## src/rtl/tone_pkg.sv

```systemverilog
// rtl/tone_pkg.sv - shared types and constants for the tone oscillator
package tone_pkg;

    localparam int PHASE_WIDTH  = 32;
    localparam int SAMPLE_WIDTH = 16;

    typedef enum logic [1:0] {
        WAVE_SQUARE = 2'd0,
        WAVE_SAW    = 2'd1,
        WAVE_TRI    = 2'd2,
        WAVE_OFF    = 2'd3
    } wave_sel_t;

    // Symmetric square levels so positive and negative halves have equal magnitude
    localparam logic signed [SAMPLE_WIDTH-1:0] SQUARE_HI = {1'b0, {(SAMPLE_WIDTH-1){1'b1}}};
    localparam logic signed [SAMPLE_WIDTH-1:0] SQUARE_LO = {1'b1, {(SAMPLE_WIDTH-2){1'b0}}, 1'b1};
    localparam logic [SAMPLE_WIDTH-1:0]        SIGN_FLIP = {1'b1, {(SAMPLE_WIDTH-1){1'b0}}};

endpackage

```

## src/rtl/wave_shaper.sv

```systemverilog
// rtl/wave_shaper.sv - maps a phase value to a signed square/saw/triangle sample
module wave_shaper
    import tone_pkg::*;
(
    input  logic [SAMPLE_WIDTH-1:0]        p,
    input  wave_sel_t                      wave_sel,
    output logic signed [SAMPLE_WIDTH-1:0] shape
);

    logic [SAMPLE_WIDTH-1:0] tri_base;

    always_comb begin
        shape    = '0;
        tri_base = {p[SAMPLE_WIDTH-2:0], 1'b0};
        case (wave_sel)
            WAVE_SQUARE: shape = p[SAMPLE_WIDTH-1] ? SQUARE_LO : SQUARE_HI;
            WAVE_SAW:    shape = p ^ SIGN_FLIP;
            // Rising half doubles the slope; falling half mirrors it
            WAVE_TRI:    shape = p[SAMPLE_WIDTH-1] ? (~tri_base ^ SIGN_FLIP)
                                                   : (tri_base ^ SIGN_FLIP);
            default:     shape = '0;
        endcase
    end

endmodule

```

## src/rtl/tone_generator.sv

```systemverilog
// rtl/tone_generator.sv - phase-accumulator oscillator with 3-stage shape/scale pipeline
module tone_generator #(
    parameter int PHASE_WIDTH  = tone_pkg::PHASE_WIDTH,
    parameter int SAMPLE_WIDTH = tone_pkg::SAMPLE_WIDTH,
    parameter int AMP_WIDTH    = 8
) (
    input  logic                    clk_in,
    input  logic                    rst_in,
    input  logic [PHASE_WIDTH-1:0]  phase_inc_in,
    input  logic                    phase_inc_valid_in,
    input  logic                    sample_tick_in,
    input  logic [1:0]              wave_sel_in,
    input  logic [AMP_WIDTH-1:0]    amplitude_in,
    output logic [SAMPLE_WIDTH-1:0] sample_out,
    output logic                    sample_valid_out,
    input  logic                    sample_ready_in,
    output logic                    phase_wrap_out,
    output logic                    overflow_out
);
    import tone_pkg::*;

    localparam int PROD_WIDTH = SAMPLE_WIDTH + AMP_WIDTH;

    logic [PHASE_WIDTH-1:0] acc, active_inc, pending_inc;
    logic [PHASE_WIDTH:0]   acc_sum;
    logic                   carry;

    logic                   s1_valid;
    wave_sel_t              s1_sel;
    logic [AMP_WIDTH-1:0]   s1_amp;

    logic                          s2_valid;
    logic signed [SAMPLE_WIDTH-1:0] s2_shape;
    logic [AMP_WIDTH-1:0]          s2_amp;

    logic signed [SAMPLE_WIDTH-1:0] shape_c;
    logic signed [PROD_WIDTH-1:0]   shape_ext, amp_ext, prod;
    logic [SAMPLE_WIDTH-1:0]        scaled;

    assign acc_sum = {1'b0, acc} + {1'b0, active_inc};
    assign carry   = acc_sum[PHASE_WIDTH];

    always_ff @(posedge clk_in) begin
        if (rst_in) begin
            pending_inc <= '0;
        end else if (phase_inc_valid_in) begin
            pending_inc <= phase_inc_in;
        end
    end

    // Stage 1: accumulate; a new increment is only adopted at a wrap (or from idle)
    always_ff @(posedge clk_in) begin
        if (rst_in) begin
            acc            <= '0;
            active_inc     <= '0;
            s1_valid       <= 1'b0;
            s1_sel         <= WAVE_SQUARE;
            s1_amp         <= '0;
            phase_wrap_out <= 1'b0;
        end else begin
            s1_valid       <= sample_tick_in;
            phase_wrap_out <= sample_tick_in & carry;
            if (sample_tick_in) begin
                acc    <= acc_sum[PHASE_WIDTH-1:0];
                s1_sel <= wave_sel_t'(wave_sel_in);
                s1_amp <= amplitude_in;
                if (carry || active_inc == '0) begin
                    active_inc <= pending_inc;
                end
            end
        end
    end

    wave_shaper u_shaper (
        .p        (acc[PHASE_WIDTH-1 -: SAMPLE_WIDTH]),
        .wave_sel (s1_sel),
        .shape    (shape_c)
    );

    // Stage 2: register the shaped value with its captured amplitude
    always_ff @(posedge clk_in) begin
        if (rst_in) begin
            s2_valid <= 1'b0;
            s2_shape <= '0;
            s2_amp   <= '0;
        end else begin
            s2_valid <= s1_valid;
            if (s1_valid) begin
                s2_shape <= shape_c;
                s2_amp   <= s1_amp;
            end
        end
    end

    assign shape_ext = {{AMP_WIDTH{s2_shape[SAMPLE_WIDTH-1]}}, s2_shape};
    assign amp_ext   = {{SAMPLE_WIDTH{1'b0}}, s2_amp};
    assign prod      = shape_ext * amp_ext;
    assign scaled    = SAMPLE_WIDTH'(prod >>> AMP_WIDTH);

    // Stage 3: output register; a fresh sample always wins over a held one
    always_ff @(posedge clk_in) begin
        if (rst_in) begin
            sample_out       <= '0;
            sample_valid_out <= 1'b0;
            overflow_out     <= 1'b0;
        end else if (s2_valid) begin
            sample_out       <= scaled;
            sample_valid_out <= 1'b1;
            if (sample_valid_out && !sample_ready_in) begin
                overflow_out <= 1'b1;
            end
        end else if (sample_valid_out && sample_ready_in) begin
            sample_valid_out <= 1'b0;
        end
    end

endmodule

```

## config.mk

```make
export PLATFORM = sky130hd
export DESIGN_NAME = tone_generator
export DESIGN_NICKNAME = d
export VERILOG_FILES = /design/src/rtl/tone_pkg.sv /design/src/rtl/wave_shaper.sv /design/src/rtl/tone_generator.sv
export SDC_FILE = /design/constraint.sdc
export NUM_CORES = 1
export LEC_CHECK = 0
export CORE_MARGIN = 3
export CORE_UTILIZATION = 35
export DETAILED_ROUTE_END_ITERATION = 12
export HOLD_SLACK_MARGIN = 0.08
export SLEW_MARGIN = 20
export SYNTH_ARGS = -nofsm -noshare
export SYNTH_HDL_FRONTEND = slang
export SYNTH_SLANG_ARGS = --single-unit
export TNS_END_PERCENT = 100
```

## constraint.sdc

```tcl
create_clock -name clk_in -period 4.57 [get_ports clk_in]
set_input_delay 0.914 -clock clk_in [delete_from_list [all_inputs] [get_ports clk_in]]
set_output_delay 0.914 -clock clk_in [all_outputs]
set_load 0.1 [all_outputs]
```

==> Word-level counts from Yosys, hierarchy flattened <==
Cells that the tools add are included.
{ "op_classes": {"eq_ne": 2, "n_mux": 5, "mul": 1, "bitwise_logic": 5, "add_sub_neg": 1, "n_reduce_logical": 9} }
{ "op_table": {"columns": ["cell", "n"], "rows": [
  ["$pmux W16 S3", 1],
  ["$add A32 B32 Y33", 1],
  ["$logic_not A32 Y1", 1],
  ["$mux W16", 2],
  ["$mul A16 B9 Y24", 1],
  ["$not A16 Y16", 1],
  ["$reduce_and A2 Y1", 2],
  ["$not A1 Y1", 3],
  ["$eq A2 B1 Y1 const B", 1],
  ["$eq A2 B2 Y1 const B", 1],
  ["$logic_and A1 B1 Y1", 2],
  ["$logic_not A2 Y1", 1],
  ["$mux W1", 2],
  ["$reduce_bool A2 Y1", 1],
  ["$and A1 B1 Y1", 1],
  ["$logic_not A1 Y1", 1],
  ["$logic_or A1 B1 Y1", 1]
]} }
{ "word_totals": {"wordCells": 36, "regBits": 151, "out_inout_bits": 19, "input_bits": 47} }

==> Longest topological paths before layout <==
{ "depth": {"word_depth": 4, "depth_mapped": 19, "ltp_nobuf": 18} }

==> Cells and area by module <==
Synthesis repeated with hierarchy kept, for this count alone.
{ "hier_totals": {"cells_unflattened": 1379, "area_unflattened_um2": 12094.1} }
{ "by_module_without_submodules": {"columns": ["mod", "seq_area_each_um2", "cells_per_inst", "instances", "area_each_um2"], "rows": [
  ["tone_generator", 3022.9, 1320, 1, 11577.4],
  ["wave_shaper", 0.0, 59, 1, 516.7]
]} }

==> Least setup slack after synthesis <==
No wires, ideal clock.
{ "synth_path": {"kind": "flip-flop to flip-flop", "start": "reg s2_amp[2]", "end": "reg sample_out[13]", "arrival_time_ns": 4.841, "path_stages_with_launch": 20, "setup_slack_ns": -0.395, "n_path_buf": 2, "synth_period_minus_slack_ns": 4.965, "required_ns": 4.446, "setup_time_ns": 0.124, "cell_sequence": "dfxtp_1 > clkbuf_1 > clkbuf_1 > nand2_1 > fa_1 > inv_1 > fa_1 > inv_1 > fa_1 > inv_1 > fa_1 > ha_1 > nand2_1 > o2111ai_1 > a41oi_1 > o21ai_0 > a211oi_1 > o21bai_1 > xnor2_1 > o21ai_0"} }
{ "synth_via": {"elab_chain_cells": 1} }
{ "synth_lines": {"columns": ["item", "line", "source"], "rows": [
  ["start: declaration", "tone_generator.sv:34", "logic [AMP_WIDTH-1:0] s2_amp;"],
  ["start signal: assignment", "tone_generator.sv:90", "s2_amp <= s1_amp;"],
  ["$mul A16 B9 Y24", "tone_generator.sv:97", "assign prod = shape_ext * amp_ext;"],
  ["end signal: assignment", "tone_generator.sv:107", "sample_out <= scaled;"],
  ["end: declaration", "tone_generator.sv:14", "output logic [SAMPLE_WIDTH-1:0] sample_out,"]
]} }
No other way between the ends.
A chain may end at the register's enable or synchronous reset.

==> Worst setup path after layout <==
{ "layout_path": {"start": "reg s2_amp[1]", "end": "reg sample_out[15]"} }
Same word-level chain as after synthesis.

==> impl_metrics.json <==
{
  "initial_core_util_pct": 35.60,
  "hold_viol": 0,
  "arrival_ns": 4.87,
  "n_fill_cell": 3271,
  "clock_path_buffers": 2,
  "rsz0062_at_grt": "true",
  "post-route-min-period_ns": 4.543,
  "crit_slowest_cell": "fa_1",
  "synth_area_leader_cell": "dfxtp_1",
  "syn_nets": 1555,
  "fin_nets": 1657,
  "track_usage_pct": 15.57,
  "skew_ns": 0.01150,
  "ioPinCount": 66,
  "slowest_delay_ns": 0.51,
  "path_max_fanout": 6,
  "clock_sinks": 151,
  "whs_endpoint": "sample_out[13]",
  "utilization_pct": 43.22,
  "wire_per_inst_um": 14.53,
  "synth_edf_count": 0,
  "htreeDepth": 4,
  "report.final.slew_viol_count": 0,
  "portBuffers": 65,
  "grt_pass1_wl_mm": 45.71,
  "hold_path_class": "flip-flop to flip-flop",
  "numCtsBuffers": 17,
  "dr.first_iter.drc_count": 465,
  "cp-start-kind": "flip-flop",
  "syn_inst": 1333,
  "relSlewSlack_pct": 30.08,
  "drive_gt1_share_pct": 14.03,
  "routed_wirelength_mm": 27.45,
  "routabilityCongestion": 0.8479,
  "drc": 0,
  "avgViaCountPerCell": 4.872,
  "area_growth_syn_to_layout_pct": 21.41,
  "crit_top_cell": "fa_1",
  "dr.pass1.iters": 6,
  "grt_max_degree": 101,
  "max_freq_ghz": 0.2201,
  "path_cells": "buf_6 -> nand2_2 -> fa_1 -> inv_1 -> fa_1 -> inv_2 -> fa_1 -> inv_2 -> fa_1 -> ha_4 -> o21ai_2 -> a21oi_2 -> a41oi_4 -> buf_12 -> o21ai_4 -> buf_4 -> a41oi_2 -> o21bai_1 -> xnor2_1 -> o21ai_1",
  "pre_cts_ws_ns": -0.2042,
  "final_area_um2": 14130,
  "crit_buf_inv": 6,
  "dpl_cell_area_um2": 13170,
  "ant_nets": 0,
  "cts_root_buffer": "clkbuf_16",
  "clk_latency_ns": 0.44,
  "fin_total_pwr_mw": 4.126,
  "diodes": 0,
  "crit_family": "adder cells",
  "grt_pass1_vias": 9172,
  "yosysTopAreaCellShare_pct": 25.96,
  "leakage_nw": 6.455,
  "status": "finished clean",
  "num_vias": 9203,
  "min_period_over_period_pct": 99.42,
  "r2r-start": "s2_amp[1]",
  "reg2reg_to": "sample_out[15]",
  "grt_overflow": 0,
  "rows": 66,
  "setup_viol": 0,
  "synth_area_leaders": "dfxtp_1 (26%), fa_1 (17%), mux2i_1 (8.7%)",
  "ir_drop_mv": 0.3382,
  "regToRegSetupSlack_ns": 0.03,
  "seq_area_frac_synth_pct": 25.96,
  "ys_types": 64,
  "hpwlAfterDp_mm": 20.72,
  "cts_tree": "done",
  "ys_warn_count": 0,
  "antenna_found_initial": 0,
  "synth-seq-cells": 151,
  "worstMarginPinSlew_ns": 1.046,
  "async_flop_share_pct": 0,
  "crit_type": "flip-flop to flip-flop",
  "worst-endpoint-required_ns": 4.90,
  "synthesis.area_um2": 11640,
  "cp-end-kind": "flip-flop",
  "hold_path_startpoint": "sample_out[13]",
  "maxCapViolCount": 0,
  "cellPowerDensity_nw_per_um2": 291.9,
  "core_area_um2": 32700,
  "setup_slack_ns": 0.02659,
  "syn_area_per_cell_um2": 8.734,
  "finalSetupTns_ns": 0,
  "postCtsHoldBufs": 0,
  "dieArea_um2": 35490,
  "die_w_um": 188.4,
  "die_h_um": 188.4,
  "rr_worst_depth": 20,
  "path_clk_slew_ns": 0.07,
  "synth-main-ff-cell": "dfxtp_1",
  "hold_depth": 2
}
## stage by stage
stage | hold slack (ns) | std cells
2_1_floorplan | 0.4601 | 1333
3_3_place_gp | 0.4532 | 1844
3_5_place_dp | 0.4640 | 1844
4_1_cts | 0.4778 | 1880
5_1_grt | 0.4795 | 1889
6_report | 0.4535 | 1889
## worst register-to-register path: stages, from the launching register on
cell and delay (ns):
dfxtp_4 0.40, buf_6 0.13, nand2_2 0.05, fa_1 0.47, inv_1 0.05, fa_1 0.49
inv_2 0.04, fa_1 0.51, inv_2 0.04, fa_1 0.50, ha_4 0.30, o21ai_2 0.05
a21oi_2 0.21, a41oi_4 0.15, buf_12 0.16, o21ai_4 0.23, buf_4 0.15, a41oi_2 0.10
o21bai_1 0.18, xnor2_1 0.13, o21ai_1 0.08
## placed cells by master, fill, tap and decap left out, types with 4 or more instances in the layout
master	instances
ha_4	6
inv_2	9
nand2b_1	7
clkdlybuf4s50_1	62
and2_1	56
fa_1	95
a31oi_1	6
nand2_2	6
a21o_1	19
or3_1	6
o21bai_1	9
fa_2	5
ha_1	67
nand4_1	8
buf_6	7
nor3_1	13
xor2_1	12
o21a_1	4
a211oi_1	8
dfxtp_4	8
nor4_1	12
xnor2_1	25
nor2_1	159
inv_1	159
mux2i_1	101
o221ai_1	19
a21oi_1	60
nand2_1	111
nand3_1	12
o211ai_1	7
mux2_2	16
dfxtp_1	132
buf_4	75
clkinv_4	6
clkbuf_16	17
buf_12	5
o21ai_0	36
dfxtp_2	11
## where the power goes
group          leakage, nW  switching (mW)  internal, mW
clock network        0.283           0.631         0.780
logic                 4.93           0.615         0.530
registers             1.24           0.134          1.44
total                 6.45            1.38          2.75
## cells by family after synthesis
| family | synth area share (%) |
|---|---|
| AOI/OAI and AO/OA | 11.98 |
| xor gates and xnor gates | 2.859 |
| adders and majority gates | 25.26 |
| buffers and inverters | 7.824 |
| DFF | 25.96 |
| muxes | 10.23 |
| and+or+nand+nor | 15.88 |
## layout make-up
| class | instances | area, µm² | area share [%] |
|---|---|---|---|
| Inverter | 168 | 630.6 | 4.461 |
| Timing Repair Buffer | 151 | 1373 | 9.711 |
| Sequential cell | 151 | 3067 | 21.70 |
| Clock buffer | 18 | 439.2 | 3.107 |
| Multi-Input combinational cell | 946 | 7931 | 56.11 |
| Clock inverter | 13 | 141.4 | 1.000 |
| Tap cell | 442 | 553.0 | 3.913 |
## per-layer routing
metal / vias to the layer above / global-route usage [%] / share of wire, %
met5: - / 0 / 0
met4: 0 / 3.552 / 1.3
met3: 27 / 2.679 / 2.8
met2: 122 / 26.09 / 48
met1: 4420 / 21.15 / 48
li1: 4634 / - / -
## worst max path at each step
| stage | slack, ns | from | endpoint | cells after the start |
|---|---|---|---|---|
| after CTS | 0.0009 | s2_shape[5] | sample_out[13] | 17 |
| after global routing | -0.12 | s2_amp[5] | sample_out[13] | 18 |
| after global placement | -0.09 | s2_amp[0] | sample_out[15] | 17 |
| after floorplan | 0.003 | s2_amp[5] | sample_out[15] | 18 |
| final | 0.03 | s2_amp[1] | sample_out[15] | 20 |
| after detailed placement | -0.20 | s2_amp[1] | sample_out[15] | 17 |
## flip-flops by register name, indices dropped and copies added (netlist names)
name / count
acc: 32
active_inc: 32
pending_inc: 32
s2_shape: 16
sample_out: 16
s1_amp: 8
s2_amp: 8
s1_sel: 2
overflow_out: 1
phase_wrap_out: 1
s1_valid: 1
s2_valid: 1
sample_valid_out: 1
## cell usage after synthesis, types with 2 or more instances
| library cell | number |
|---|---|
| or4_1 | 2 |
| clkbuf_1 | 47 |
| a41oi_1 | 2 |
| and2_1 | 57 |
| o21ai_0 | 40 |
| o22ai_1 | 3 |
| xor2_1 | 12 |
| buf_6 | 3 |
| o21a_1 | 4 |
| nand2_1 | 117 |
| and3_1 | 2 |
| o211ai_1 | 7 |
| buf_1 | 16 |
| mux2_2 | 16 |
| a211oi_1 | 9 |
| xnor2_1 | 26 |
| fa_1 | 100 |
| o211a_1 | 2 |
| ha_1 | 75 |
| nand4_1 | 8 |
| or3_1 | 6 |
| nand3b_1 | 2 |
| buf_2 | 2 |
| o31ai_1 | 2 |
| a31oi_1 | 6 |
| a21oi_1 | 61 |
| nor4_1 | 12 |
| dfxtp_1 | 151 |
| inv_1 | 168 |
| nor2_1 | 161 |
| a311oi_1 | 3 |
| mux2i_1 | 101 |
| a211o_1 | 3 |
| nor2b_1 | 3 |
| nand2b_1 | 7 |
| o221ai_1 | 19 |
| a21o_1 | 19 |
| a221oi_1 | 2 |
| o21bai_1 | 9 |
| nand3_1 | 12 |
| nor3_1 | 13 |
## timing repair
item                       CTS  global route
setup endpoints to repair   11            12
buffers inserted             5             9
pin swaps                   13            48
gates resized for setup     28            57
No activity file was read; power rests on OpenSTA's default activity.
